$ cat src/rtl/rv32_pkg.sv
// Shared definitions for the RV32 M-extension multiply/divide unit.
//   muldiv_op_e    : RISC-V funct3 encodings of the eight M-extension ops
//   muldiv_state_e : handshake FSM states of rv32_mod_muldiv
//   op_a_signed / op_b_signed : which operands are treated as two's complement
package rv32_pkg;

  typedef enum logic [2:0] {
    OP_MUL    = 3'b000,
    OP_MULH   = 3'b001,
    OP_MULHSU = 3'b010,
    OP_MULHU  = 3'b011,
    OP_DIV    = 3'b100,
    OP_DIVU   = 3'b101,
    OP_REM    = 3'b110,
    OP_REMU   = 3'b111
  } muldiv_op_e;

  typedef enum logic [1:0] {
    ST_IDLE = 2'd0,
    ST_BUSY = 2'd1,
    ST_DONE = 2'd2
  } muldiv_state_e;

  // MUL keeps only the low product half, which is sign-agnostic, so it is
  // run as unsigned.
  function automatic logic op_a_signed(input muldiv_op_e op);
    return (op == OP_MULH) || (op == OP_MULHSU) || (op == OP_DIV) || (op == OP_REM);
  endfunction

  function automatic logic op_b_signed(input muldiv_op_e op);
    return (op == OP_MULH) || (op == OP_DIV) || (op == OP_REM);
  endfunction

endpackage

$ cat src/rtl/rv32_mod_muldiv_iter.sv
// Unsigned iterative core: one bit per cycle, XLEN steps.
//   start       : load magnitudes and restart the step counter
//   clear       : abandon the running iteration
//   is_div      : 1 = restoring shift-subtract, 0 = shift-add multiply
//   a_mag/b_mag : unsigned operand magnitudes (rs1 / rs2)
//   hi/lo       : multiply -> {hi,lo} is the 2*XLEN product
//                 divide   -> lo is the quotient, hi the remainder
//   done        : all XLEN steps complete, hi/lo hold the final values
import rv32_pkg::*;

module rv32_mod_muldiv_iter #(
  parameter int XLEN = 32
) (
  input  logic            clk,
  input  logic            rst_n,
  input  logic            start,
  input  logic            clear,
  input  logic            is_div,
  input  logic [XLEN-1:0] a_mag,
  input  logic [XLEN-1:0] b_mag,
  output logic [XLEN-1:0] hi,
  output logic [XLEN-1:0] lo,
  output logic            done
);

  localparam int CW = $clog2(XLEN + 1);

  logic [CW-1:0]   count;
  logic            active;
  logic            div_q;
  logic [XLEN-1:0] b_q;      // multiplicand (mul) or divisor (div)
  logic [XLEN:0]   add_sum;
  logic [XLEN:0]   sub_in;
  logic [XLEN:0]   sub_diff;
  logic            sub_ok;
  logic [XLEN-1:0] hi_nxt;
  logic [XLEN-1:0] lo_nxt;
  logic            step;

  assign step = active && (count != CW'(XLEN));
  assign done = active && (count == CW'(XLEN));

  always_comb begin
    add_sum  = {1'b0, hi} + (lo[0] ? {1'b0, b_q} : '0);
    sub_in   = {hi, lo[XLEN-1]};
    sub_diff = sub_in - {1'b0, b_q};
    // Partial remainder is always < 2*divisor, so the top bit of the
    // difference is a clean borrow flag.
    sub_ok   = !sub_diff[XLEN];
    if (div_q) begin
      hi_nxt = sub_ok ? sub_diff[XLEN-1:0] : sub_in[XLEN-1:0];
      lo_nxt = {lo[XLEN-2:0], sub_ok};
    end else begin
      // {carry,hi,lo} shifted right by one after the conditional add
      hi_nxt = add_sum[XLEN:1];
      lo_nxt = {add_sum[0], lo[XLEN-1:1]};
    end
  end

  always_ff @(posedge clk or negedge rst_n) begin
    if (!rst_n) begin
      count  <= '0;
      active <= 1'b0;
      div_q  <= 1'b0;
      b_q    <= '0;
      hi     <= '0;
      lo     <= '0;
    end else if (clear) begin
      count  <= '0;
      active <= 1'b0;
    end else if (start) begin
      count  <= '0;
      active <= 1'b1;
      div_q  <= is_div;
      hi     <= '0;
      lo     <= is_div ? a_mag : b_mag;
      b_q    <= is_div ? b_mag : a_mag;
    end else if (step) begin
      count  <= count + 1'b1;
      hi     <= hi_nxt;
      lo     <= lo_nxt;
    end
  end

endmodule

$ cat src/rtl/rv32_mod_muldiv.sv
// RV32 M-extension multiply/divide unit with valid/ready handshakes.
//   clk, rst_n           : clock, asynchronous active-low reset
//   in_valid/in_ready    : request handshake; func/op_a/op_b sampled on accept
//   kill                 : synchronous abort, returns to IDLE from any state
//   out_valid/out_ready  : result handshake; result held until accepted
//   busy                 : state is not IDLE
//   state_dbg            : current FSM state for observation
// Handshake rule: a transfer happens on a rising edge where valid && ready;
// the producer holds its payload stable until then, and ready never depends
// on valid.
// Operations run on magnitudes in rv32_mod_muldiv_iter (XLEN cycles) and get
// their sign fixed in one extra cycle, so normal latency is XLEN+1. Divide by
// zero and signed overflow skip the core and finish one cycle after accept.
import rv32_pkg::*;

module rv32_mod_muldiv #(
  parameter int XLEN = 32
) (
  input  logic            clk,
  input  logic            rst_n,
  input  logic            in_valid,
  output logic            in_ready,
  input  logic [2:0]      func,
  input  logic [XLEN-1:0] op_a,
  input  logic [XLEN-1:0] op_b,
  input  logic            kill,
  output logic            out_valid,
  input  logic            out_ready,
  output logic [XLEN-1:0] result,
  output logic            busy,
  output muldiv_state_e   state_dbg
);

  localparam logic [XLEN-1:0] MIN_INT = {1'b1, {(XLEN-1){1'b0}}};

  muldiv_state_e state, state_nxt;

  // request decode (combinational on the input bus)
  muldiv_op_e      op_in;
  logic            neg_a_in, neg_b_in, is_div_in;
  logic [XLEN-1:0] mag_a_in, mag_b_in;
  logic            b_zero_in, ovf_in, byp_in;
  logic [XLEN-1:0] byp_val_in;
  logic            accept;

  // latched request
  muldiv_op_e      op_q;
  logic            neg_a_q, neg_b_q, byp_q;
  logic [XLEN-1:0] byp_val_q;

  // core and sign correction
  logic [XLEN-1:0]   iter_hi, iter_lo;
  logic              iter_done;
  logic [2*XLEN-1:0] prod_s;
  logic [XLEN-1:0]   quo_s, rem_s, corrected;
  logic              finish;

  assign op_in      = muldiv_op_e'(func);
  assign neg_a_in   = op_a_signed(op_in) && op_a[XLEN-1];
  assign neg_b_in   = op_b_signed(op_in) && op_b[XLEN-1];
  assign mag_a_in   = neg_a_in ? (~op_a + 1'b1) : op_a;
  assign mag_b_in   = neg_b_in ? (~op_b + 1'b1) : op_b;
  assign is_div_in  = func[2];
  assign b_zero_in  = (op_b == '0);
  assign ovf_in     = ((op_in == OP_DIV) || (op_in == OP_REM)) &&
                      (op_a == MIN_INT) && (op_b == '1);
  assign byp_in     = is_div_in && (b_zero_in || ovf_in);
  // func[1] separates REM* from DIV*. Overflow quotient equals op_a.
  assign byp_val_in = b_zero_in ? (func[1] ? op_a : '1)
                                : (func[1] ? '0 : op_a);

  assign in_ready  = (state == ST_IDLE);
  assign out_valid = (state == ST_DONE);
  assign busy      = (state != ST_IDLE);
  assign state_dbg = state;
  assign accept    = in_valid && in_ready && !kill;

  rv32_mod_muldiv_iter #(.XLEN(XLEN)) u_iter (
    .clk    (clk),
    .rst_n  (rst_n),
    .start  (accept && !byp_in),
    .clear  (kill),
    .is_div (is_div_in),
    .a_mag  (mag_a_in),
    .b_mag  (mag_b_in),
    .hi     (iter_hi),
    .lo     (iter_lo),
    .done   (iter_done)
  );

  always_comb begin
    prod_s = (neg_a_q ^ neg_b_q) ? (~{iter_hi, iter_lo} + 1'b1) : {iter_hi, iter_lo};
    quo_s  = (neg_a_q ^ neg_b_q) ? (~iter_lo + 1'b1) : iter_lo;
    rem_s  = neg_a_q ? (~iter_hi + 1'b1) : iter_hi;
    case (op_q)
      OP_MUL:                       corrected = prod_s[XLEN-1:0];
      OP_MULH, OP_MULHSU, OP_MULHU: corrected = prod_s[2*XLEN-1:XLEN];
      OP_DIV, OP_DIVU:              corrected = quo_s;
      default:                      corrected = rem_s;
    endcase
  end

  assign finish = (state == ST_BUSY) && (byp_q || iter_done) && !kill;

  always_ff @(posedge clk or negedge rst_n) begin
    if (!rst_n) state <= ST_IDLE;
    else        state <= state_nxt;
  end

  always_comb begin
    state_nxt = state;
    case (state)
      ST_IDLE: if (accept)    state_nxt = ST_BUSY;
      ST_BUSY: if (finish)    state_nxt = ST_DONE;
      ST_DONE: if (out_ready) state_nxt = ST_IDLE;
      default:                state_nxt = ST_IDLE;
    endcase
    if (kill) state_nxt = ST_IDLE;
  end

  always_ff @(posedge clk or negedge rst_n) begin
    if (!rst_n) begin
      op_q      <= OP_MUL;
      neg_a_q   <= 1'b0;
      neg_b_q   <= 1'b0;
      byp_q     <= 1'b0;
      byp_val_q <= '0;
      result    <= '0;
    end else begin
      if (accept) begin
        op_q      <= op_in;
        neg_a_q   <= neg_a_in;
        neg_b_q   <= neg_b_in;
        byp_q     <= byp_in;
        byp_val_q <= byp_val_in;
      end
      if (kill)        result <= '0;
      else if (finish) result <= byp_q ? byp_val_q : corrected;
    end
  end

endmodule

$ cat config.mk
export PLATFORM = sky130hd
export DESIGN_NAME = rv32_mod_muldiv
export DESIGN_NICKNAME = d
export VERILOG_FILES = /design/src/rtl/rv32_pkg.sv /design/src/rtl/rv32_mod_muldiv_iter.sv /design/src/rtl/rv32_mod_muldiv.sv
export SDC_FILE = /design/constraint.sdc
export NUM_CORES = 1
export LEC_CHECK = 0
export CAP_MARGIN = 20
export CORE_MARGIN = 2
export CORE_UTILIZATION = 55
export DETAILED_ROUTE_END_ITERATION = 8
export PLACE_DENSITY = 0.78
export SETUP_SLACK_MARGIN = 0.2
export SKIP_CTS_REPAIR_TIMING = 1
export SYNTH_ARGS = -nofsm -noshare
export SYNTH_HDL_FRONTEND = slang
export SYNTH_SLANG_ARGS = --single-unit
$ cat constraint.sdc
create_clock -name clk -period 3.04 [get_ports clk]
set_input_delay 0.304 -clock clk [delete_from_list [all_inputs] [get_ports clk]]
set_output_delay 0.304 -clock clk [all_outputs]
set_load 0.05 [all_outputs]
==> reports/results.ini, run 1 <==
[synthesis]
ys_top_cells_by_area=dfrtp_1 27%, o21ai_0 7.5%, nand2_1 7.0%
synth_common_cells=303 x nand2_1, 243 x o21ai_0, 220 x nor2_1
avgSynthCellArea_sq_um=7.43
synth_cell_types=82
synth_cells=2197
ys_ff_latch=176
syn_area_sq_mm=0.0163
yosys.area.top_type_share=0.270
synth_edf_count=0
synth_most_common_cell=nand2_1
synth_top_area_cell=dfrtp_1
synth_ff_type=dfrtp_1
syn_nets=2342
synth_sequential_area_ratio=0.270
yosysWarnings=0
async_reset_ff_frac=1.00

[power]
p_leak_nw=10.1
irDropWorstVdd_mv=0.644
power.switching_mw=11.1
switching_share=0.490
powerDensity_mw_per_mm2=996
power_frac_comb=0.736
power_mw=22.8
pwr-share-clk=0.099
p_seq_frac=0.165
p_int_mw=11.6

[place]
hpwl_mm=50.4
io_buffers=108
placed_area_sq_mm=0.0206
finalWeightedCongestion=1.01
dp_cells=2937
dpl_worst_slack_ns=-0.297

[die]
io_pins=109
fp.dieW_um=176
core_area_sq_mm=0.0294
rows=63
initial_core_util=0.555
dieArea_sq_mm=0.0311
die_y_um=176

[timing]
period_minus_slack_ns=3.34
hold_violations=0
setup_violations=36
rsz0062_at_grt=yes
setup_ws_ns=-0.302
timing.final.crit_share=1.10
slew_violations=0
tightest_slew_ns=0.855
whs_ns=0.211
maxSlewHeadroom=0.430
fin_tns_setup_ns=-6.43
fin_skew_ns=0.0150
fmax_ghz=0.299

[layout]
instances_no_fill=3018
nNetsFinal=2760
regArea_sq_mm=0.00441
areaGrowthSynthToFinish_pct=40.2
multiInputGateArea_sq_mm=0.0123
antenna_cells=0
fin_util=0.778
drive_gt1_frac=0.271
fin_area_sq_mm=0.0229
fillers=2067

[critical_path]
worstSetupEndpointType=flip-flop
timing_worst_setup_path_type=flip-flop to flip-flop
r2r-start=u_iter.b_q[0]
worst-r2r-setup-slack_ns=-0.30
rr_endpoint=u_iter.hi[4]
crit_fanout=7
critPathLaunchType=flip-flop
r2r_cells=15
required_ns=3.35
cp.arrival_ns=3.66

[global_route]
grt_pass1_wl_mm=98.2
grt_max_degree=92
antenna_found_initial=0
grt_pass1_vias=17700
overflow=0
track_usage=0.410

[drt]
first_iter_violations=2414
ant_nets=0
wl_per_cell_um=23.0
drt_pre_antenna_iters=6
drc_errors=0
vias=19400
vias_per_cell=6.44
routed_wirelength_mm=69.4

[clock_tree]
path_clk_slew_ns=0.07
cts.htree.levels=4
cts.sinks=176
cts_tree=built
clock_path_buffers=2
worstSkewPairLatency_ns=0.46
cts_buffers=17
clock-root-buffer=clkbuf_16

[worst_hold_path]
min_from=kill
hold_path_depth=4
hold_path.class=input pin to flip-flop
min_to=op_q[1]

[status]
failed_checks=setup timing
outcome=complete, but fails checks

[run]
maxCapViolCount=0

-- how the worst max path moves through the flow --
| stage | start | to | slack, ns | cells after the start |
|---|---|---|---|---|
| 6_report | u_iter.b_q[0] | u_iter.hi[4] | -0.30 | 15 |
| 2_1_floorplan | u_iter.lo[0] | u_iter.hi[31] | 0.10 | 13 |
| 4_1_cts | u_iter.b_q[1] | u_iter.hi[20] | -0.32 | 15 |
| 5_1_grt | u_iter.b_q[0] | u_iter.hi[4] | -0.40 | 15 |
| 3_3_place_gp | op_b[4] | u_iter.lo[27] | -0.23 | 12 |
| 3_5_place_dp | op_b[4] | u_iter.lo[27] | -0.30 | 12 |
-- registers in the layout, indices dropped and copies added (netlist names) --
signal,cells
u_iter.active,1
u_iter.count,6
byp_val_q,32
state_dbg,2
u_iter.b_q,32
u_iter.hi,32
u_iter.lo,32
neg_b_q,1
byp_q,1
op_q,3
result,32
u_iter.div_q,1
neg_a_q,1
-- layout by cell type (no fill, tap or decap), types with 20 or more instances in the layout --
cell type,instances
buf_4,404
nand2_1,297
o21ai_0,201
nor2_1,200
a21oi_1,178
dfrtp_1,168
xnor2_1,104
clkdlybuf4s50_1,101
xor2_1,91
inv_1,57
mux2i_1,57
ha_1,55
o221ai_1,33
a21o_1,31
nor3_1,29
o21ai_1,27
nand4_1,24
nand3_1,21
a31oi_1,20
o21ai_2,20
clkbuf_16,20
-- kinds of logic after synthesis --
logic type      after synthesis  share of synthesized area
compound gates              706                      0.263
xor+xnor                    202                      0.108
fa+ha+maj                    73                     0.0569
buf+inv                     228                     0.0537
flops                       176                      0.270
mux                          60                     0.0370
simple gates                752                      0.211
-- per-layer routing --
layer,part of all wire,global-route usage
met2,0.44,0.641
met1,0.39,0.538
met3,0.095,0.0732
met5,0,0
met4,0.079,0.228
-- layout make-up --
cell class / count / area share
inverter: 72 / 0.0124
clock buffer: 18 / 0.0192
clock inverter: 14 / 0.00613
sequential: 176 / 0.193
multi-input combinational: 1793 / 0.539
timing repair buffer: 555 / 0.209
tap: 390 / 0.0213
-- power groups by stage --
stage / combinational, mW / sequential [mW] / clock, mW
finish: 16.8 / 3.77 / 2.25
global route: 17.6 / 3.82 / 2.35
detailed placement: 13.2 / 3.69 / 0
floorplan: 7.83 / 3.64 / 0
CTS: 13.3 / 3.65 / 2.25
global placement: 13.0 / 3.65 / 0
-- worst max-delay path, cell delays in order, from the launching register on --
cell      delay [ns]
dfrtp_1         0.45
ha_4            0.21
fa_2            0.37
nor2b_2         0.14
o31a_1          0.21
o21ai_4         0.12
a211oi_4        0.27
buf_6           0.15
nor2_4          0.04
o21ai_4         0.20
xor2_4          0.19
buf_12          0.15
buf_12          0.16
buf_8           0.14
mux2i_1         0.25
o221ai_1        0.15
Power figures use the tool's default switching activity.
==> run 2, diff against run 1 <==
Settings changed: PLACE_DENSITY 0.78 to 0.75.
Clock period 3.04 ns to 4 ns, I/O delays scaled along.
==> reports/results.ini, run 2 (synthesized netlist as in run 1, its figures left out) <==
[timing]
hold_violations=22  ; +22
fin_tns_setup_ns=0  ; +6.43 ns
timing.final.crit_share=0.903  ; -0.197
tightest_slew_ns=1.04  ; +0.184 ns
fin_skew_ns=0.0152  ; +0.000222 ns
fmax_ghz=0.277  ; -7.5%
period_minus_slack_ns=3.61  ; +0.269 ns
whs_ns=-0.0581  ; -0.269 ns
rsz0062_at_grt=yes
setup_violations=0  ; -100%
maxSlewHeadroom=0.307  ; -0.122
setup_ws_ns=0.388  ; +0.691 ns
slew_violations=0  ; unchanged

[power]
irDropWorstVdd_mv=0.573  ; -11%
p_leak_nw=8.03  ; -20%
powerDensity_mw_per_mm2=707  ; -29%

[drt]
drc_errors=0  ; unchanged
drt_pre_antenna_iters=6  ; unchanged
first_iter_violations=1900  ; -21%
ant_nets=0  ; unchanged
vias_per_cell=6.38  ; -0.87%
routed_wirelength_mm=59.0  ; -15%
vias=17000  ; -13%
wl_per_cell_um=22.2  ; -3.6%

[layout]
drive_gt1_frac=0.0700  ; -0.201
antenna_cells=0  ; unchanged
fillers=2601  ; +26%
layout_commonest_cell=nand2_1
layout_common_cells=303 x nand2_1, 242 x o21ai_0, 219 x nor2_1
nNetsFinal=2406  ; -13%
fin_area_sq_mm=0.0187  ; -18%
areaGrowthSynthToFinish_pct=14.6
fin_util=0.636  ; -0.142

[critical_path]
cp.arrival_ns=3.94  ; +0.28 ns
critPathTopFamily=simple AND/OR/NAND/NOR gates
crit_path_cell_trace=or3_1, nor4b_1, buf_4, and3_1, and2_1, a21oi_1, xnor2_1, a2111oi_1, buf_4, o21ai_0, nor2b_1
required_ns=4.33  ; +0.98 ns
r2r_cells=11  ; -4
worstSetupEndpointType=flip-flop
r2r-start=u_iter.lo[12]
crit_fanout=8  ; +1
critPathCapture=result[1]
critPathLaunchType=flip-flop
worst-r2r-setup-slack_ns=0.39  ; +0.69 ns
slowest_stage=a2111oi_1
crit_cells=11  ; -4
max_stage_delay_ns=0.66  ; +0.21 ns
rr_endpoint=result[1]
crit_buf_inv=2  ; -2
cpMostUsedCell=buf_4
timing_worst_setup_path_type=flip-flop to flip-flop
critPathLaunch=u_iter.lo[12]

[clock_tree]
cts.htree.levels=4  ; unchanged
path_clk_slew_ns=0.07  ; about the same
cts_buffers=17  ; unchanged
clock-root-buffer=clkbuf_16
cts.sinks=176  ; unchanged
worstSkewPairLatency_ns=0.46  ; about the same
clock_path_buffers=2  ; unchanged
cts_tree=built

[place]
finalWeightedCongestion=1.01  ; -0.12%
placed_area_sq_mm=0.0181  ; -12%
dpl_worst_slack_ns=0.321  ; +0.618 ns
io_buffers=108  ; unchanged
hpwl_mm=45.8  ; -9.2%

[global_route]
track_usage=0.382  ; -0.0284
overflow=0  ; unchanged
grt_pass1_wl_mm=90.7  ; -7.6%
grt_pass1_vias=15900  ; -10%
grt_max_degree=105  ; +14%
antenna_found_initial=0  ; unchanged

[die]
rows=63  ; unchanged
dieArea_sq_mm=0.0311  ; unchanged
io_pins=109  ; unchanged
die_y_um=176  ; unchanged
core_area_sq_mm=0.0294  ; unchanged
fp.dieW_um=176  ; unchanged
initial_core_util=0.555  ; unchanged

[status]
failed_checks=hold timing
outcome=complete, but fails checks

[run]
maxCapViolCount=0  ; unchanged

[worst_hold_path]
hold_path.class=input pin to async pin

[run 2: cell count changes in the layout (fill, tap and decap cells not counted), moves of 15 or more]
cell and delta:
buf_6 -18, o21ai_1 -21, o21ai_2 -18, ha_1 +16
a21oi_2 -15, a21oi_1 +17, o21ai_0 +41, buf_4 -316
nor2_1 +19, ha_4 -15
[run 2: through the flow]
step           std cells  total power, mW
5_1_grt             2663             14.1
6_report            2663             13.2
3_3_place_gp        2632             11.0
2_1_floorplan       2197             8.52
3_5_place_dp        2632             11.2
4_1_cts             2663             13.0
[run 2: worst reg2reg max path, stage by stage (launching register included)]
cell and delay (ns):
dfrtp_1 0.43, or3_1 0.46, nor4b_1 0.48, buf_4 0.21
and3_1 0.33, and2_1 0.22, a21oi_1 0.09, xnor2_1 0.19
a2111oi_1 0.66, buf_4 0.21, o21ai_0 0.07, nor2b_1 0.13
[run 2: area by class of cell]
class / instances / area, sq um / share of cell area
repair buffers: 201 / 1840 / 0.0983
flip-flops and latches: 176 / 4410 / 0.236
inverters: 72 / 270 / 0.0145
clock inverters: 12 / 149 / 0.00796
multi-input cells: 1793 / 11100 / 0.594
clock buffers: 19 / 433 / 0.0232
well taps: 390 / 488 / 0.0261
[run 2: how the worst min path moves through the flow]
stage | slack [ns] | startpoint | to | cells after the start
after floorplan | 0.10 | rst_n | byp_q | 0
after detailed placement | 0.47 | byp_val_q[24] | byp_val_q[24] | 2
after global placement | 0.45 | byp_val_q[26] | byp_val_q[26] | 2
after global routing | 0.02 | rst_n | result[28] | 1
after CTS | 0.003 | rst_n | byp_val_q[22] | 1
final | -0.06 | rst_n | result[28] | 1
[run 2: routing by layer]
layer | vias up | wire (um) | GRT usage
met5 | - | 0 | 0
met4 | 0 | 2770 | 0.176
met3 | 118 | 5130 | 0.0833
met2 | 780 | 26600 | 0.588
met1 | 8128 | 24500 | 0.512
li1 | 7970 | - | -
[run 2: power breakdown]
group / internal, mW / switching [mW]
Clock: 0.936 / 0.807
Combinational: 3.33 / 5.22
Sequential: 2.24 / 0.694
==> run 3, diff against run 2 <==
Settings changed: CORE_MARGIN 2 to default, CORE_UTILIZATION 55 to 29, PLACE_DENSITY 0.75 to default.
==> reports/results.ini, run 3 (synthesized netlist as in run 1, its figures left out) <==
[die]
fp.dieW_um=239  ; +36%
rows=86  ; +37%
initial_core_util=0.295  ; -0.260
core_area_sq_mm=0.0553  ; +88%
dieArea_sq_mm=0.0572  ; +84%
die_y_um=239  ; +36%
io_pins=109  ; unchanged

[clock_tree]
clock-root-buffer=clkbuf_16
path_clk_slew_ns=0.08  ; about the same
cts_tree=built
cts_buffers=17  ; unchanged
clock_path_buffers=2  ; unchanged
worstSkewPairLatency_ns=0.47  ; about the same
cts.htree.levels=4  ; unchanged
cts.sinks=176  ; unchanged

[global_route]
antenna_found_initial=1  ; +1
grt_pass1_vias=15900  ; +0.52%
grt_max_degree=102  ; -2.9%
grt_pass1_wl_mm=97.1  ; +7.0%
overflow=0  ; unchanged
track_usage=0.223  ; -0.158

[timing]
setup_violations=0  ; unchanged
timing.final.crit_share=0.912  ; +0.00955
fin_skew_ns=0.0107  ; -0.00449 ns
whs_ns=-0.0151  ; +0.0431 ns
hold_violations=14  ; -36%
fin_tns_setup_ns=0  ; unchanged
maxSlewHeadroom=0.384  ; +0.0767
fmax_ghz=0.274  ; -1.0%
slew_violations=0  ; unchanged
setup_ws_ns=0.350  ; -0.0382 ns
tightest_slew_ns=0.924  ; -0.115 ns
rsz0062_at_grt=no
period_minus_slack_ns=3.65  ; +0.0382 ns

[drt]
wl_met2_mm=29.1  ; +9.4%
drt_pre_antenna_iters=6  ; unchanged
wl_per_cell_um=21.3  ; -4.0%
drt-met1-wl_mm=28.4  ; +16%
vias_per_cell=5.64  ; -12%
ant_nets=0  ; unchanged
vias=17100  ; +0.69%
met3RoutedLength_mm=4.37  ; -15%
dr.max_layer_used=met4
first_iter_violations=1486  ; -22%
drc_errors=0  ; unchanged
routed_wirelength_mm=64.5  ; +9.3%

[power]
p_leak_nw=8.10  ; +0.88%
power_mw=13.4  ; +1.7%
irDropWorstVdd_mv=0.333  ; -42%
powerDensity_mw_per_mm2=698  ; -1.3%

[place]
dpl_worst_slack_ns=0.110  ; -0.211 ns
io_buffers=108  ; unchanged
finalWeightedCongestion=0.954  ; -5.3%
hpwl_mm=50.1  ; +9.4%

[critical_path]
crit_fanout=8  ; unchanged
r2r-start=u_iter.hi[0]
required_ns=4.40  ; +0.07 ns
r2r_cells=12  ; +1
cp.arrival_ns=4.05  ; +0.11 ns
timing_worst_setup_path_type=flip-flop to flip-flop
critPathLaunchType=flip-flop
rr_endpoint=result[28]
critPathLaunch=u_iter.hi[0]
worstSetupEndpointType=flip-flop
critPathCapture=result[28]
worst-r2r-setup-slack_ns=0.35  ; -0.04 ns

[layout]
layout_commonest_cell=nand2_1
layout_common_cells=303 x nand2_1, 241 x o21ai_0, 219 x nor2_1
antenna_cells=0  ; unchanged
drive_gt1_frac=0.0787  ; +0.00879
nNetsFinal=2418  ; +0.50%
areaGrowthSynthToFinish_pct=18.0

[worst_hold_path]
hold_path.class=input pin to async pin

[status]
failed_checks=hold timing
outcome=complete, but fails checks

[run]
maxCapViolCount=0  ; unchanged

==> run 3: cell types whose count changed in the layout (fill, tap and decap cells not counted), moves of 2 or more <==
cell       delta
clkinv_8      +2
buf_12        +2
a211oi_1      -2
inv_1         -2
bufinv_16     -2
inv_8         +2
clkinv_2      +2
buf_4         +9
a211oi_2      +2
clkbuf_1      -2
inv_2         +2
==> run 3: stage by stage <==
step / instances / instance area (sq um) / utilization
final: 3034 / 19300 / 0.348
after global routing: 3034 / 19300 / 0.348
after CTS: 3033 / 19200 / 0.348
after detailed placement: 3001 / 18700 / 0.337
after global placement: 3001 / 18700 / 0.337
after floorplan: 2197 / 16300 / -
==> run 3: area by class of cell <==
cell class | count | area (sq um)
sequential | 176 | 4410
multi-input combinational | 1793 | 11100
fill | 5898 | 36000
inverter | 72 | 270
clock buffer | 17 | 425
timing repair buffer | 213 | 1960
clock inverter | 15 | 144
tap | 748 | 936
==> run 3: layer usage <==
metal,track usage,up-vias
li1,-,7977
met2,0.349,710
met1,0.303,8301
met4,0.0973,0
met3,0.0366,125
met5,0,-
==> run 3: worst max-delay path, cell delays in order, from the launching register on <==
cell and delay (ns):
dfrtp_2 0.48, inv_1 0.21, ha_1 0.24, nand2b_1 0.10, nand4b_1 0.32, or2b_4 0.38, or3b_1 0.40, or4b_1 0.54
o21ai_1 0.16, xor2_1 0.09, o221ai_1 0.33, o211ai_1 0.17, a21oi_1 0.17
==> run 3: power by group <==
part	switching, mW	internal [mW]	total [mW]
Clock	0.863	0.825	1.69
Sequential	0.830	2.24	3.07
Combinational	5.25	3.44	8.69
Total	6.94	6.50	13.4
==> run 3: worst min-delay path by stage <==
stage,startpoint,to,cells after the start
after floorplan,rst_n,byp_q,0
after global placement,u_iter.b_q[19],u_iter.b_q[19],2
after detailed placement,byp_val_q[14],byp_val_q[14],2
after CTS,rst_n,result[17],1
after global routing,rst_n,result[27],1
final,rst_n,result[17],1
==> variant (settings of run 1) <==
Register the output `state_dbg` once more, without a reset; this adds one clock of latency there. The other outputs are not delayed to match.
--- a/src/rtl/rv32_mod_muldiv.sv
+++ b/src/rtl/rv32_mod_muldiv.sv
@@ -73,5 +73,7 @@
   assign out_valid = (state == ST_DONE);
   assign busy      = (state != ST_IDLE);
-  assign state_dbg = state;
+  always_ff @(posedge clk) begin
+    state_dbg <= state;
+  end
   assign accept    = in_valid && in_ready && !kill;
 
Formal check against the unedited RTL: not equivalent (a bounded check fails within 4 cycles, from zero or initial values and one cycle with rst_n low).
==> variant against run 1 <==
The flow still finishes with violations (negative setup slack). Clock skew increased by 0.0015 ns. Final area decreased by 0.91%. Worst setup slack improved by 0.014 ns. Power decreased by 11%. Sequential cell count increased by 2. Synthesized area decreased by 0.87%. Via count decreased by 1.4%. Wire length decreased by 4.4%. Highest routed layer unchanged.
==> variant: results (changes against run 1) <==
Place
  • Port Buf Inserts: 108 (unchanged)
  • Pre-CTS setup slack: -0.479 ns (was -0.297 ns)
  • Placed Cells: 2894 (was 2937)
  • Hpwl dp: 48.3 mm (was 50.4 mm)
  • Global placement routability congestion: 1.02 (was 1.01)

GRT
  • Initial antenna violation count: 0 (unchanged)
  • Largest net degree at the start of global routing: 121 (was 92)
  • GR Util All Layers: 40.0% (was 41.0%)
  • Global-route wire length before repair: 95.8 mm (was 98.2 mm)
  • Vias in the first global route: 17.2k (was 17.7k)

Synth
  • Synth area leaders: dfrtp_1, o21ai_0, nand2_1, xor2_1, a21oi_1 (was dfrtp_1, o21ai_0, nand2_1, a21oi_1, xnor2_1)
  • Post-synthesis compound-gate area fraction: 26.9% (was 26.3%)
  • Primary FF master, synth: dfrtp_1 (unchanged)
  • Syn nets: 2310 (was 2342)
  • Synth top cells by count: nand2_1, o21ai_0, nor2_1 (unchanged)
  • Post-Synth XOR/XNOR Area: 11.0% (was 10.8%)
  • Share of flip-flops with an asynchronous set or reset: 98.9% (was 100%)
  • Synth cell types: 73 (was 82)
  • Mux cell area share after synthesis: 3.19% (was 3.70%)
  • Synth Area in Adders: 5.74% (was 5.69%)
  • Mapped Cells: 2165 (was 2197)
  • Register area share after synthesis: 27.5% (was 27.0%)

Detailed routing
  • Post-DR wirelength/cell: 22.3 um (was 23.0 um)
  • Routed vias: 19.2k (was 19.4k)
  • Starting DRT DRC Count: 2410 (was 2414)

Setup path
  • Worst reg2reg path depth: 13 (was 15)
  • Max incr delay on CP: 0.47 ns (was 0.45 ns)
  • WP data arrival: 3.70 ns (was 3.66 ns)
  • CP Max Fanout: 5 (was 7)
  • Slowest CP cell: or4b_4 (was dfrtp_1)
  • Worst Setup SP: u_iter.b_q[17] (was u_iter.b_q[0])
  • Reg-to-Reg End: u_iter.hi[31] (was u_iter.hi[4])

Timing
  • Post-route setup TNS: -5.39 ns (was -6.43 ns)
  • Setup Viol. Count Final: 35 (was 36)
  • Worst slew pin tran: 0.973 ns (was 0.855 ns)
  • Clk_skew: 0.0165 ns (was 0.0150 ns)
  • Final Worst Setup Slack: -0.289 ns (was -0.302 ns)
  • Final hold slack: 0.402 ns (was 0.211 ns)

Worst hold path
  • Hold path cells: 4 (unchanged)
  • Min-delay src: func[2] (was kill)
  • Hold Path Sink: u_iter.b_q[31] (was op_q[1])

Outcome
  • Status: finished, violations left (unchanged)
  • Failing checks: negative setup slack (unchanged)

CTS
  • Sink Count: 178 (was 176)
  • Root Buffer: clkbuf_16 (unchanged)
  • H-Tree Depth: 4 (unchanged)
  • CTS Buf Count: 17 (unchanged)

Finish
  • Antenna diode count: 0 (unchanged)
  • Final net count: 2722 (was 2760)
  • Fill cells: 2054 (was 2067)
  • Non-Filler Instances: 2973 (was 3018)
  • Fraction of layout cells with a size suffix above 1: 27.5% (was 27.1%)

Pwr
  • VDD IR max: 0.744 mV (was 0.644 mV)
  • Cell leakage power: 10.1 nW (about the same)
[variant: per-layer routing]
metal	vias up	share of wire [%]	global-route usage (%)
met1	9077	39	55.2
met3	255	11	7.81
met2	1260	44	60.7
met4	0	5.8	18.7
met5	-	0	0
li1	8575	-	-
[variant: per-stage QoR]
step	util [%]	power, mW	instance area (um2)
after floorplan	-	10.3	16400
after global placement	70.6	14.8	20400
after detailed placement	70.6	15.0	20400
after CTS	72.6	17.4	20900
after global routing	78.6	21.3	22700
final	78.6	20.3	22700
[variant: worst max-delay path by stage]
stage / end / slack (ns) / depth (start not counted)
after CTS: u_iter.hi[15] / -0.49 / 13
after global placement: u_iter.hi[25] / -0.45 / 11
after detailed placement: u_iter.hi[15] / -0.48 / 13
after global routing: u_iter.hi[19] / -0.32 / 14
after floorplan: u_iter.hi[24] / -0.07 / 14
final: u_iter.hi[31] / -0.29 / 13
[variant: cell type report]
type,count,area share (%)
Multi-Input combinational cell,1769,53.6
Timing Repair Buffer,548,21.0
Sequential cell,178,19.6
Tap cell,384,2.12
Clock buffer,17,1.88
Inverter,62,1.08
Clock inverter,14,0.662
Timing Repair inverter,1,0.0276
[variant: where the power goes]
group          switching [mW]  internal [mW]  total [mW]  leakage (nW)
registers               0.609           2.91        3.52          2.30
logic                    8.05           6.44        14.5          7.57
clock network            1.15           1.15        2.30         0.271
[variant: critical path: cells and delay by family (launching register included)]
kind | cells | cell delay [ns]
buffers and inverters | 3 | 0.41
and+or+nand+nor | 2 | 0.66
DFF | 1 | 0.41
AOI/OAI and AO/OA | 7 | 1.52
adders and majority gates | 1 | 0.22
